==> src/rtl/multi_tone_psg.sv <==
// multi_tone_psg: nibble-bus programmed multi-channel square/noise tone generator.
// Host writes an address nibble (A0=0), then data nibbles (A0=1) into a
// per-channel register file; each channel divides a shared prescaler tick.

// One tone channel: shadow period, control bits, down-counter, noise LFSR.
module psg_channel #(
  parameter int          DIV_BITS  = 12,
  parameter logic [14:0] LFSR_SEED = 15'h0001
) (
  input  logic       CLK,
  input  logic       RST,
  input  logic       tick,
  input  logic       wrEn,
  input  logic [1:0] regSel,
  input  logic [3:0] din,
  output logic       phase
);
  logic [DIV_BITS-1:0] shadow;
  logic [DIV_BITS-1:0] cnt;
  logic                en;
  logic                mode;
  logic [14:0]         lfsr;
  logic [14:0]         lfsrNext;

  // x^15 + x^14 + 1, shifting toward bit0; feedback enters at bit14
  assign lfsrNext = {lfsr[0] ^ lfsr[1], lfsr[14:1]};

  // Host writes land in the shadow/control regs; the counter uses the
  // registered EN/MODE, so a same-cycle control write acts one cycle later.
  always_ff @(posedge CLK) begin
    if (RST) begin
      shadow <= '0;
      en     <= 1'b0;
      mode   <= 1'b0;
      cnt    <= '0;
      phase  <= 1'b0;
      lfsr   <= LFSR_SEED;
    end else begin
      if (wrEn) begin
        case (regSel)
          2'd0: shadow[3:0]  <= din;
          2'd1: shadow[7:4]  <= din;
          2'd2: shadow[11:8] <= din;
          default: begin
            en   <= din[0];
            mode <= din[1];
          end
        endcase
      end
      if (!en) begin
        phase <= 1'b0;
        cnt   <= '0;
      end else if (tick) begin
        if (cnt != '0) begin
          cnt <= cnt - DIV_BITS'(1);
        end else if (shadow == '0) begin
          // period 0 is silence; cnt stays at 0 so it re-checks every tick
          phase <= 1'b0;
        end else begin
          // shadow is only sampled here, so a half-cycle is never cut short
          cnt <= shadow - DIV_BITS'(1);
          if (mode) begin
            lfsr  <= lfsrNext;
            phase <= lfsrNext[0];
          end else begin
            phase <= ~phase;
          end
        end
      end
    end
  end
endmodule

module multi_tone_psg #(
  parameter int          NUM_CH        = 4,
  parameter int          DIV_BITS      = 12,
  parameter int          PRESCALE_BITS = 4,
  parameter logic [14:0] LFSR_SEED     = 15'h0001
) (
  input  logic              CLK,
  input  logic              RST,
  input  logic              A0,
  input  logic              WR,
  input  logic [3:0]        D,
  output logic [NUM_CH-1:0] SOUT,
  output logic [2:0]        MIX
);
  logic [3:0]               addr;
  logic [PRESCALE_BITS-1:0] prescale;
  logic                     tick;
  logic [2:0]               popCnt;

  // Address latch; no auto-increment, only address-phase writes touch it
  always_ff @(posedge CLK) begin
    if (RST)            addr <= '0;
    else if (WR && !A0) addr <= D;
  end

  // Free-running prescaler; tick is the single all-ones cycle
  always_ff @(posedge CLK) begin
    if (RST) prescale <= '0;
    else     prescale <= prescale + PRESCALE_BITS'(1);
  end

  assign tick = &prescale;

  // Index = ch*4 + r; indices for channels beyond NUM_CH match no instance
  for (genvar g = 0; g < NUM_CH; g++) begin : gCh
    logic wrSel;
    assign wrSel = WR && A0 && (addr[3:2] == 2'(g));
    psg_channel #(.DIV_BITS(DIV_BITS), .LFSR_SEED(LFSR_SEED)) uCh (
      .CLK   (CLK),
      .RST   (RST),
      .tick  (tick),
      .wrEn  (wrSel),
      .regSel(addr[1:0]),
      .din   (D),
      .phase (SOUT[g])
    );
  end

  // Population count of the current channel outputs
  always_comb begin
    popCnt = '0;
    for (int i = 0; i < NUM_CH; i++) popCnt = popCnt + {2'b00, SOUT[i]};
  end

  // MIX is the registered popcount, one CLK behind SOUT
  always_ff @(posedge CLK) begin
    if (RST) MIX <= '0;
    else     MIX <= popCnt;
  end
endmodule

==> config.mk <==
export PLATFORM = sky130hd
export DESIGN_NAME = multi_tone_psg
export DESIGN_NICKNAME = d
export VERILOG_FILES = /design/src/rtl/multi_tone_psg.sv
export SDC_FILE = /design/constraint.sdc
export NUM_CORES = 1
export LEC_CHECK = 0
export CAP_MARGIN = 5
export CORE_UTILIZATION = 55
export DETAILED_ROUTE_END_ITERATION = 12
export GPL_TIMING_DRIVEN = 0
export HOLD_SLACK_MARGIN = 0.02
export PLACE_DENSITY_LB_ADDON = 0.08
export SETUP_SLACK_MARGIN = 0.02
export SYNTH_ARGS = -nofsm -noshare
export SYNTH_HDL_FRONTEND = slang
export SYNTH_SLANG_ARGS = --single-unit
==> constraint.sdc <==
create_clock -name CLK -period 3 [get_ports CLK]
set_input_delay 0.9 -clock CLK [delete_from_list [all_inputs] [get_ports CLK]]
set_output_delay 0.9 -clock CLK [all_outputs]
set_load 0.02 [all_outputs]
# Word-level counts from Yosys, hierarchy flattened
# Index checks and enable logic that the tools add are counted.
# op_classes
n_addsub	12
n_shift	0
magnitude_cmp	0
reduce_logical	50
div_mod_pow	0
n_eq_ne	9
mul	0
mux	16
bitwise_logic	21
# ops
cell	n
2-to-1 mux 12 bit	8
subtractor 12 x 1 -> 12 bit, second input constant	8
zero test 12 bit	4
nonzero test 12 bit	4
AND reduction 5 bit	8
AND reduction 2 bit	16
AND reduction 8 bit	4
inverter 1 bit	17
2-to-1 mux 1 bit	8
inequality test 2 x 1 -> 1 bit, second input constant	4
OR reduction 2 bit	4
equality test 2 bit, second input constant	3
logical AND 1 bit	6
adder 4 x 1 -> 4 bit, second input constant	1
equality test 2 x 1 -> 1 bit, second input constant	2
zero test 2 bit	2
bitwise XOR 1 bit	4
adder 2 x 1 -> 3 bit	1
adder 3 x 1 -> 3 bit	1
OR reduction 3 bit	1
adder 1 x 1 -> 2 bit	1
zero test 1 bit	1
# totals
output_inout_bits	7
ramBits	0
elab_cells	143
mem_count	0
latch_bits	0
in_bits	8
register_bits	179
romBits	0

# Logic depth before layout (Yosys ltp)
# logic_depth
ltp_word	4
mapped_depth	12
ltp_nobuf	10

# By module
# Synthesis repeated with hierarchy kept, for this count alone.
# unflattened
cells_unflattened	1032
area_unflattened_um2	8718.4
# by_module_without_submodules
mod	area_each_um2	cells_each	seq_area_each_um2	n_inst
psg_channel (gCh[0].uCh ...)	2085.8	248	840.8	3
psg_channel (gCh[3].uCh)	1985.7	239	840.8	1
multi_tone_psg	475.5	49	220.2	1

# Worst setup path after synthesis
# No wires, ideal clock.
# synth_path
path_kind	reg2reg
startpoint	reg gCh[1].uCh.cnt[2]
endpoint	reg gCh[1].uCh.cnt[8]
slack_ns	-0.188
setup_time_ns	0.132
path_buffers	2
arrival_time_ns	3.057
path_stages_with_launch	13
required_time_ns	2.868
synth_period_minus_slack_ns	3.188
path_cell_list	dfxtp_1 -> or4_1 -> clkbuf_1 -> and4b_1 -> clkbuf_1 -> a21oi_1 -> ha_1 -> or3b_2 -> a41o_1 -> a2111o_1 -> nor4_1 -> o221a_2 -> nor3_1
# synth_between
elab_chain_cells	3
elab_cells_between_ends	5
classes_between	1 x add/sub; 1 x eq/ne; 1 x mux; 2 x reduce/logical
# synth_lines
element	line_no	rtl
start: declaration	19	logic [DIV_BITS-1:0] cnt;
start signal: assignment	55	cnt <= cnt - DIV_BITS'(1);
start signal: assignment	61	cnt <= shadow - DIV_BITS'(1);
branches (longest 3 deep; another with subtractor 12 x 1 -> 12 bit)	n/a	
# Several ways; the timed one is not identified.
# A chain may end at the register's enable or synchronous reset.

# Final worst setup path
# layout_path
startpoint	reg gCh[1].uCh.cnt[0]
endpoint	reg gCh[1].uCh.cnt[10]
# Same word-level chain as after synthesis.

==> key figures <==
Power and ir drop
  • Internal Dissipation: 3.87 mW
  • LEAKAGE: 3.77 nW
  • Sw Share: 21.9%
  • Net load switching power: 1.09 mW
  • Power per cell area: 509 nW/um2
  • Combinational power share: 4.1%
  • Clock power frac: 47.5%
  • VDD IR-drop max: 0.412 mV
  • Reg power frac: 48.4%

Floorplanning
  • Die W: 126 um
  • Starting density of the core: 56.0%
  • Num rows: 45
  • Core area: 15,100 um2
  • Num ports: 15
  • Die area: 15,900 um2
  • Die height: 126 um

Final layout
  • Non-Filler Instances: 1,282
  • Layout cells sized above 1: 9.96%
  • Final nets: 1,097
  • Synth-to-layout area growth: 14.9%
  • Diode count: 0
  • Most frequent cells in the layout: 172 x dfxtp_1, 146 x nand2_1, 133 x nor2_1
  • # fillers: 1,303
  • Most common cell after layout, fill and taps aside: dfxtp_1

Synth
  • Post-synthesis xor/xnor area fraction: 0.929%
  • Post-synthesis mux area share: 9.81%
  • Sequential fraction of the synthesis area: 42.2%
  • Mapped Nets: 1,051
  • Main area contributors after synthesis: dfxtp_1 42%, mux2i_1 9.7%, nand2_1 6.5%
  • Post-synthesis compound-gate area fraction: 16.1%
  • Mean Syn Cell Area: 8.20 um2
  • Post-synthesis register bit count: 179
  • Area share of fa/ha/maj cells after synthesis: 1.27%
  • Ys Warns: 0
  • Post-Syn Instances: 1,035
  • Largest family of logic cells by synthesized area: simple AND/OR/NAND/NOR gates
  • Mapped cell area: 8480 um2
  • Fraction of registers with async set/reset: 0%
  • Number of synthesized flops with an enable pin: 0
  • Ys flop type: dfxtp_1
  • Simple logic cell fraction of the synthesized area: 25.5%
  • Post-synth top area share: 42.2%
  • Synth area leader: dfxtp_1
  • Unique masters post-synth: 66

Status
  • Status: completed

CTS
  • TritonCTS buffer count: 17
  • CTS root buf: clkbuf_16
  • Clock sinks: 179
  • Clk pin slew, worst setup/hold paths: 0.07 ns
  • CTS tree: yes
  • Clk Latency, worst-skew pair: 0.42 ns
  • # hold bufs at CTS: 0
  • H-Tree Depth: 4
  • CTS Buffer Depth: 2

STA
  • Final setup vio count: 0
  • Post-layout minimum cycle time: 2.86 ns
  • Crit share post-route: 95.2%
  • Hold violation total from the final report: 0
  • Unrepaired setup endpoints after global routing: true
  • Final slew viol count: 0
  • Clock skew: 0.00566 ns
  • Slew headroom: 26.5%
  • Worst-margin pin slew: 1.07 ns
  • Maximum clock frequency: 0.350 GHz
  • Setup tns final: 0 ns

Drt
  • Initial drt markers: 556
  • Vias per inst: 5.91
  • Post-route ant nets: 0
  • Final wirelength: 20,700 um
  • WL met3: 787 um
  • Wire per inst: 16.1 um
  • Highest metal used: met4
  • Routed length on met2: 9700 um
  • WL met1: 9990 um
  • Vias: 7,573
  • DRC: 0
  • Number of detailed-route iterations in the first pass: 5

Worst setup path
  • Worst EP required: 3.30 ns
  • Setup CP Type: reg -> reg
  • R2r setup slk: 0.14 ns
  • Crit path max fanout: 5
  • Path depth of the worst reg2reg path: 11
  • Crit start category: flip-flop
  • CP arrival: 3.15 ns
  • Crit end category: flip-flop
  • Critical R2R Capture: gCh[1].uCh.cnt[10]$_SDFFE_PP0P_
  • Crit path from: gCh[1].uCh.cnt[0]$_SDFFE_PP0P_
  • Worst reg2reg startpoint: gCh[1].uCh.cnt[0]$_SDFFE_PP0P_
  • CP Capture Point: gCh[1].uCh.cnt[10]$_SDFFE_PP0P_

Place
  • Gp weighted congestion: 0.874
  • Placed cell count: 1,235
  • Port bufs: 12
  • Post-DP HPWL: 14,300 um

GRT
  • First-pass GRT wire length: 34,700 um
  • Largest net degree at the start of global routing: 17
  • Initial antenna violation count: 0
  • Total global routing overflow: 0
  • Vias in the first global route: 6,885
  • All-layer global routing usage: 26.9%

Min path
  • HP Class: reg -> reg

Flow run
  • Max Cap Viol: 0
worst min-delay path by stage:
stage | from | to | slack [ns] | cells after the start
detailed placement | gCh[2].uCh.lfsr[5]$_SDFFE_PP0P_ | gCh[2].uCh.lfsr[5]$_SDFFE_PP0P_ | 0.44 | 2
global placement | gCh[2].uCh.lfsr[5]$_SDFFE_PP0P_ | gCh[2].uCh.lfsr[5]$_SDFFE_PP0P_ | 0.44 | 2
global route | gCh[3].uCh.lfsr[10]$_SDFFE_PP0P_ | gCh[3].uCh.lfsr[9]$_SDFFE_PP0P_ | 0.46 | 2
floorplan | prescale[0]$_SDFF_PP0_ | prescale[0]$_SDFF_PP0_ | 0.43 | 1
CTS | gCh[3].uCh.lfsr[7]$_SDFFE_PP0P_ | gCh[3].uCh.lfsr[7]$_SDFFE_PP0P_ | 0.45 | 2
finish | gCh[3].uCh.lfsr[7]$_SDFFE_PP0P_ | gCh[3].uCh.lfsr[7]$_SDFFE_PP0P_ | 0.45 | 2
critical path, stage by stage (launching register included):
cell and delay, ns:
dfxtp_4 0.35, or4_4 0.12, clkbuf_8 0.11, and4b_2 0.27
a21oi_2 0.15, ha_2 0.18, or3b_2 0.44, a41o_1 0.23
a2111o_1 0.37, nor4_1 0.27, xor2_1 0.18, nor2_1 0.05
cells in the mapped netlist, types with 14 or more instances:
| cell type | instances |
|---|---|
| a211oi_1 | 16 |
| a21oi_1 | 99 |
| clkbuf_1 | 48 |
| dfxtp_1 | 179 |
| inv_1 | 15 |
| mux2i_1 | 82 |
| nand2_1 | 146 |
| nand2b_1 | 14 |
| nor2_1 | 133 |
| nor3_1 | 33 |
| nor4_1 | 22 |
| o21ai_0 | 46 |
| or3_1 | 14 |
power by group through the flow:
| stage | sequential (mW) | clock (mW) | combinational [mW] |
|---|---|---|---|
| global route | 2.40 | 2.49 | 0.225 |
| CTS | 2.40 | 2.39 | 0.199 |
| detailed placement | 2.46 | 0 | 0.196 |
| global placement | 2.45 | 0 | 0.194 |
| finish | 2.40 | 2.36 | 0.203 |
| floorplan | 2.45 | 0 | 0.140 |
cell type report:
class                   instances  area, um2  area share [%]
plain buffers                  60        309            3.17
clock buffers                  22        484            4.97
clock inverters                10        148            1.51
inverters                      15       56.3           0.578
multi-input cells             778       4660            47.8
flip-flops and latches        179       3590            36.9
well taps                     188        235            2.41
repair buffers                 30        259            2.66
layer usage:
metal	vias to the layer above	track usage (%)
li1	3787	-
met1	3615	36.8
met2	151	44.4
met3	20	4.55
met4	0	6.17
met5	-	0
through the flow:
stage	utilization [%]	hold WS [ns]	cell area [um2]	setup WS (ns)	total power, mW
floorplan	-	0.430	8490	0.0206	2.59
global placement	58.4	0.439	8850	-0.456	2.65
detailed placement	58.4	0.444	8850	-0.448	2.65
CTS	63.6	0.452	9640	0.0226	4.99
global route	64.4	0.462	9750	-0.00867	5.12
finish	64.4	0.450	9750	0.145	4.96
flip-flops by register name, summed over array words and instances (netlist names):
register / cells
gCh.uCh.lfsr: 60
gCh.uCh.cnt: 48
gCh.uCh.shadow: 48
addr: 4
gCh.uCh.en: 4
gCh.uCh.mode: 4
gCh.uCh.phase: 4
prescale: 4
MIX: 3
cells by family after synthesis:
logic type / count (synthesis)
adder cells (fa/ha/maj): 8
AND/OR/NAND/NOR: 453
XOR/XNOR: 9
AO/OA/AOI/OAI: 225
multiplexers: 83
flip-flops: 179
buffers and inverters: 78
timing repair:
item / in CTS / in global routing
gates resized for setup: 22 / 23
pin swaps: 5 / 6
hold endpoints to repair: 0 / 0
endpoints found under the setup margin: 26 / 32
setup buffers: 11 / 7
(Power assumes the default switching activity.)
==> edit 1 (same settings) <==
`DIV_BITS` is set to 12 in 2 places; all go to 24.
--- a/src/rtl/multi_tone_psg.sv
+++ b/src/rtl/multi_tone_psg.sv
@@ -6,3 +6,3 @@
 module psg_channel #(
-  parameter int          DIV_BITS  = 12,
+  parameter int          DIV_BITS  = 24,
   parameter logic [14:0] LFSR_SEED = 15'h0001
@@ -75,3 +75,3 @@
   parameter int          NUM_CH        = 4,
-  parameter int          DIV_BITS      = 12,
+  parameter int          DIV_BITS      = 24,
   parameter int          PRESCALE_BITS = 4,
Check against the original RTL: not settled (the Yosys comparison gave no result); the edit may change what the design does.
==> edit 1 against the unedited design <==
  * Die area up 41%
  * Cell area up 38%
  * Total power up 33%
  * Count of clock-buffer cells in the layout up 18
  * Synthesized area up 42%
  * Utilization down 1.2 points
  * Clock power up 39%
  * Setup slack worse by 17 ps
  * Clock skew up 29 ps
  * Sequential cell count up 48
  * Routed wire length up 57%
  * First-iteration DRC count up 58%
  * Via count up 47%
  * Critical endpoint is now gCh[3].uCh.phase$_SDFFE_PP0P_
==> edit 1: results (changes against the unedited design) <==
| Metric | Value |
|---|---|
| Run status | `finished, final reports clean` |
| Invs w/o clock | `39 (+24)` |
| Vias in the first global route | `9,949 (+45%)` |
| Routing usage on met1 | `40.1% (+3.3 points)` |
| Top flop regs | `gCh.uCh.cnt: 96 flops, gCh.uCh.lfsr: 60 flops, gCh.uCh.shadow: 48 flops` |
| Multi-input gate area | `0.00697 sq mm (+50%)` |
| R2R setup slack | `130 ps (-20 ps)` |
| Most frequent cells after synthesis | `dfxtp_1 (227), nor2_1 (189), nand2_1 (166), a21oi_1 (151), o21ai_0 (85)` |
| Met1 Routed Length | `14.6 mm (+46%)` |
| Hold EP | `gCh[1].uCh.lfsr[3]$_SDFFE_PP0P_` |
| Fillcell total | `1,917 (+47%)` |
| R2R cell count | `6 (-5)` |
| Nets | `1,567 (+43%)` |
| Clk pwr share | `50.0% (+2.5 points)` |
| CTS buffer count | `26 (+9)` |
| P_comb | `249 uW (+23%)` |
| Clock-cell share | `6.68% (+0.20 points)` |
| I/O Buffers | `11 (-1)` |
| Worst r2r src | `prescale[0]$_SDFF_PP0_` |
| CTS max path bufs | `3 (+1)` |
| Wire per inst | `17.7 microns (+9.7%)` |
| Final Power | `6580 uW (+33%)` |
| Via-to-Cell Ratio | `6.08 (+3.0%)` |
| RePlAce Congestion | `0.885 (+1.2%)` |
| Non-clk bufs | `93 (+3.3%)` |
| Met2 wire length | `14.7 mm (+52%)` |
edit 1: changes by cell type after synthesis, moves of 17 or more:
cell / unedited run / this run
dfxtp_1: 179 / 227
nand3_1: 12 / 41
inv_1: 15 / 39
a21oi_1: 99 / 151
o21ai_0: 46 / 85
nor2_1: 133 / 189
nor3_1: 33 / 56
nand2_1: 146 / 166
xnor2_1: 7 / 24
edit 1: timing repair:
action / CTS / global route
cloned: 0 / 0
endpoints found under the setup margin: 19 / 22
resized for setup: 2 / 4
edit 1: kinds of logic (layout without fill, tap and decap cells):
kind of cell               count (synthesis)  count (layout)  synth area share [%]
xor gates and xnor gates                  41              41                  2.98
AOI/OAI and AO/OA                        363             363                  18.4
DFF                                      227             227                  37.8
buffers and inverters                    121             180                  4.47
muxes                                     85              85                  7.09
adders and majority gates                 20              20                  2.14
and+or+nand+nor                          643             643                  27.1
edit 1: worst max-delay path: stages, from the launching register on:
cell	delay (ps)
dfxtp_1	330
nand4_1	580
clkbuf_1	600
clkbuf_1	720
nor2_1	160
o2111ai_1	220
o31ai_1	90
edit 1: worst max-delay path by stage:
stage,from,end,cells past startpoint
after floorplan,gCh[2].uCh.cnt[0]$_SDFFE_PP0P_,gCh[2].uCh.lfsr[10]$_SDFFE_PP0P_,11
after global placement,prescale[0]$_SDFF_PP0_,gCh[1].uCh.cnt[8]$_SDFFE_PP0P_,6
after detailed placement,prescale[0]$_SDFF_PP0_,gCh[1].uCh.cnt[8]$_SDFFE_PP0P_,6
after CTS,prescale[0]$_SDFF_PP0_,gCh[1].uCh.cnt[11]$_SDFFE_PP0P_,6
after global routing,gCh[1].uCh.cnt[0]$_SDFFE_PP0P_,gCh[1].uCh.cnt[18]$_SDFFE_PP0P_,9
final,prescale[0]$_SDFF_PP0_,gCh[3].uCh.phase$_SDFFE_PP0P_,6
==> edit 2 (config.mk and constraints unchanged) <==
Made on the original files. Register the output `SOUT`, without a reset; this adds one clock of latency there. The other outputs are not delayed to match. Comments in the files are not updated.
--- a/src/rtl/multi_tone_psg.sv
+++ b/src/rtl/multi_tone_psg.sv
@@ -87,2 +87,4 @@
 );
+
+  logic [NUM_CH-1:0] SOUT_d;
   logic [3:0]               addr;
@@ -117,3 +119,3 @@
       .din   (D),
-      .phase (SOUT[g])
+      .phase (SOUT_d[g])
     );
@@ -124,3 +126,3 @@
     popCnt = '0;
-    for (int i = 0; i < NUM_CH; i++) popCnt = popCnt + {2'b00, SOUT[i]};
+    for (int i = 0; i < NUM_CH; i++) popCnt = popCnt + {2'b00, SOUT_d[i]};
   end
@@ -132,2 +134,6 @@
   end
+  always_ff @(posedge CLK) begin
+    SOUT <= SOUT_d;
+  end
+
 endmodule
Function: no difference found for any inputs over 4 cycles, from zero or initial values and one cycle with RST high; that may be too few to reach the edited logic, so the function may still have changed.
==> edit 2 against the unedited design <==
  * The run now ends with design-rule violations left
  * Combinational power is 12% lower
  * Sequential cell count is 4 higher
  * Cell area is 3.5% lower
  * Cell count is 2.5% lower
  * Synthesized area is 1.3% lower
  * Non-clock buffer count is 23 lower
  * Utilization is 0.33 points lower
  * First-iteration DRC count is 6.1% lower
  * Total power is 1.8% lower
  * Highest routed layer unchanged
  * Routed wire length is 1.3% lower
  * Clock skew is 3.3 ps higher
  * Fmax is 1.6% higher
  * Setup slack better by 45 ps
==> edit 2: results (changes against the unedited design) <==
| Metric | Value |
|---|---|
| Slew headroom | `44.9% (+18 points)` |
| Switch share | `21.6% (-0.34 points)` |
| CTS max path bufs | `2 (unchanged)` |
| Met1 Routed Length | `9.78 mm (-2.1%)` |
| Top Metal Used | `met4` |
| Post-layout util | `64.0% (-0.33 points)` |
| RePlAce Congestion | `0.905 (+3.5%)` |
| Fraction of layout cells with a size suffix above 1 | `7.60% (-2.4 points)` |
| Skew final | `9.01 ps (+3.35 ps)` |
| Met3 WL | `833 microns (+5.8%)` |
| Sequential group share of total power | `50.4% (+2.0 points)` |
| Met2 wire length | `9.46 mm (-2.4%)` |
| CTS buffer count | `17 (unchanged)` |
| Dpl hpwl | `14.2 mm (-0.89%)` |
| Nets | `1,069 (-2.6%)` |
| Max incr delay on CP | `400 ps (-40 ps)` |
| Synth warn | `0 (unchanged)` |
| Routed WL | `20.4 mm (-1.3%)` |
| Critical Path AT | `3140 ps (about the same)` |
| Syn nets | `1,036 (-1.4%)` |
| Crit path max-delay family | `compound AO/OA/AOI/OAI gates` |
| Wire per inst | `16.3 microns (+1.3%)` |
| Placed cell count | `1,216 (-1.5%)` |
| Fillcell total | `1,289 (-1.1%)` |
| Dominant cells by area after synthesis | `dfxtp_1 (44%), nand2_1 (7.3%), mux2i_1 (7.2%)` |
| Clock Latency Late Sink | `440 ps (+20 ps)` |
| Most frequent cells after synthesis | `dfxtp_1 (183), nand2_1 (163), nor2_1 (126), a21oi_1 (118), mux2i_1 (60)` |
| First-pass DRT Iterations | `9 (+4)` |
| Unique masters post-synth | `67 (+1.5%)` |
| Leakage | `0.00348 uW (-7.7%)` |
| Final hold slack | `380 ps (-69.4 ps)` |
| Mux contribution to synthesized area | `7.31% (-2.5 points)` |
| DRC | `2 (+2)` |
| Post-Synth Adder-Cell Area | `1.28% (+0.016 points)` |
| # resized after CTS | `10 (-55%)` |
| Synth Area in Compound Gates | `16.8% (+0.68 points)` |
| Worst VDD drop | `0.422 mV (+2.5%)` |
| Pre-CTS setup slack | `-324 ps (+124 ps)` |
| Post-synthesis xor/xnor area fraction | `1.36% (+0.43 points)` |
| Placed Area | `0.00873 sq mm (-1.4%)` |
| Worst Path Max Fanout | `10 (+5)` |
| Slowest cell on crit path | `or3b_4` |
| Total GRT Usage | `26.7% (-0.21 points)` |
| DR iter-0 viols | `522 (-6.1%)` |
| Run status | `finished, violations left` |
| Post-CTS setup buffers | `1 (-10)` |
| Vias in the first global route | `6,792 (-1.4%)` |
| Mean area per synthesized cell | `8.21 sq um (+0.18%)` |
| Clk pwr share | `46.0% (-1.5 points)` |
| Failing checks | `design-rule violations` |
==> edit 2: worst paths after layout <==
path	cells past startpoint	slack (ps)	to	start
max	12	190	gCh[3].uCh.cnt[10]$_SDFFE_PP0P_	gCh[3].uCh.cnt[9]$_SDFFE_PP0P_
min	0	380	SOUT[0]$_DFF_P_	gCh[0].uCh.phase$_SDFFE_PP0P_
max reg2reg	12	190	gCh[3].uCh.cnt[10]$_SDFFE_PP0P_	gCh[3].uCh.cnt[9]$_SDFFE_PP0P_
min reg2reg	0	380	SOUT[0]$_DFF_P_	gCh[0].uCh.phase$_SDFFE_PP0P_
==> edit 2: layout make-up <==
cell class	count	area share, %
multi-input cells	776	47.8
inverters	8	0.319
flip-flops and latches	183	39.1
clock inverters	6	0.957
well taps	184	2.45
clock buffers	26	5.30
repair buffers	14	1.44
plain buffers	53	2.61
==> edit 2: layer usage <==
metal / track usage, % / vias to the layer above
li1: - / 3703
met1: 36.0 / 3542
met2: 42.9 / 190
met3: 4.71 / 32
met4: 9.83 / 0
met5: 0 / -
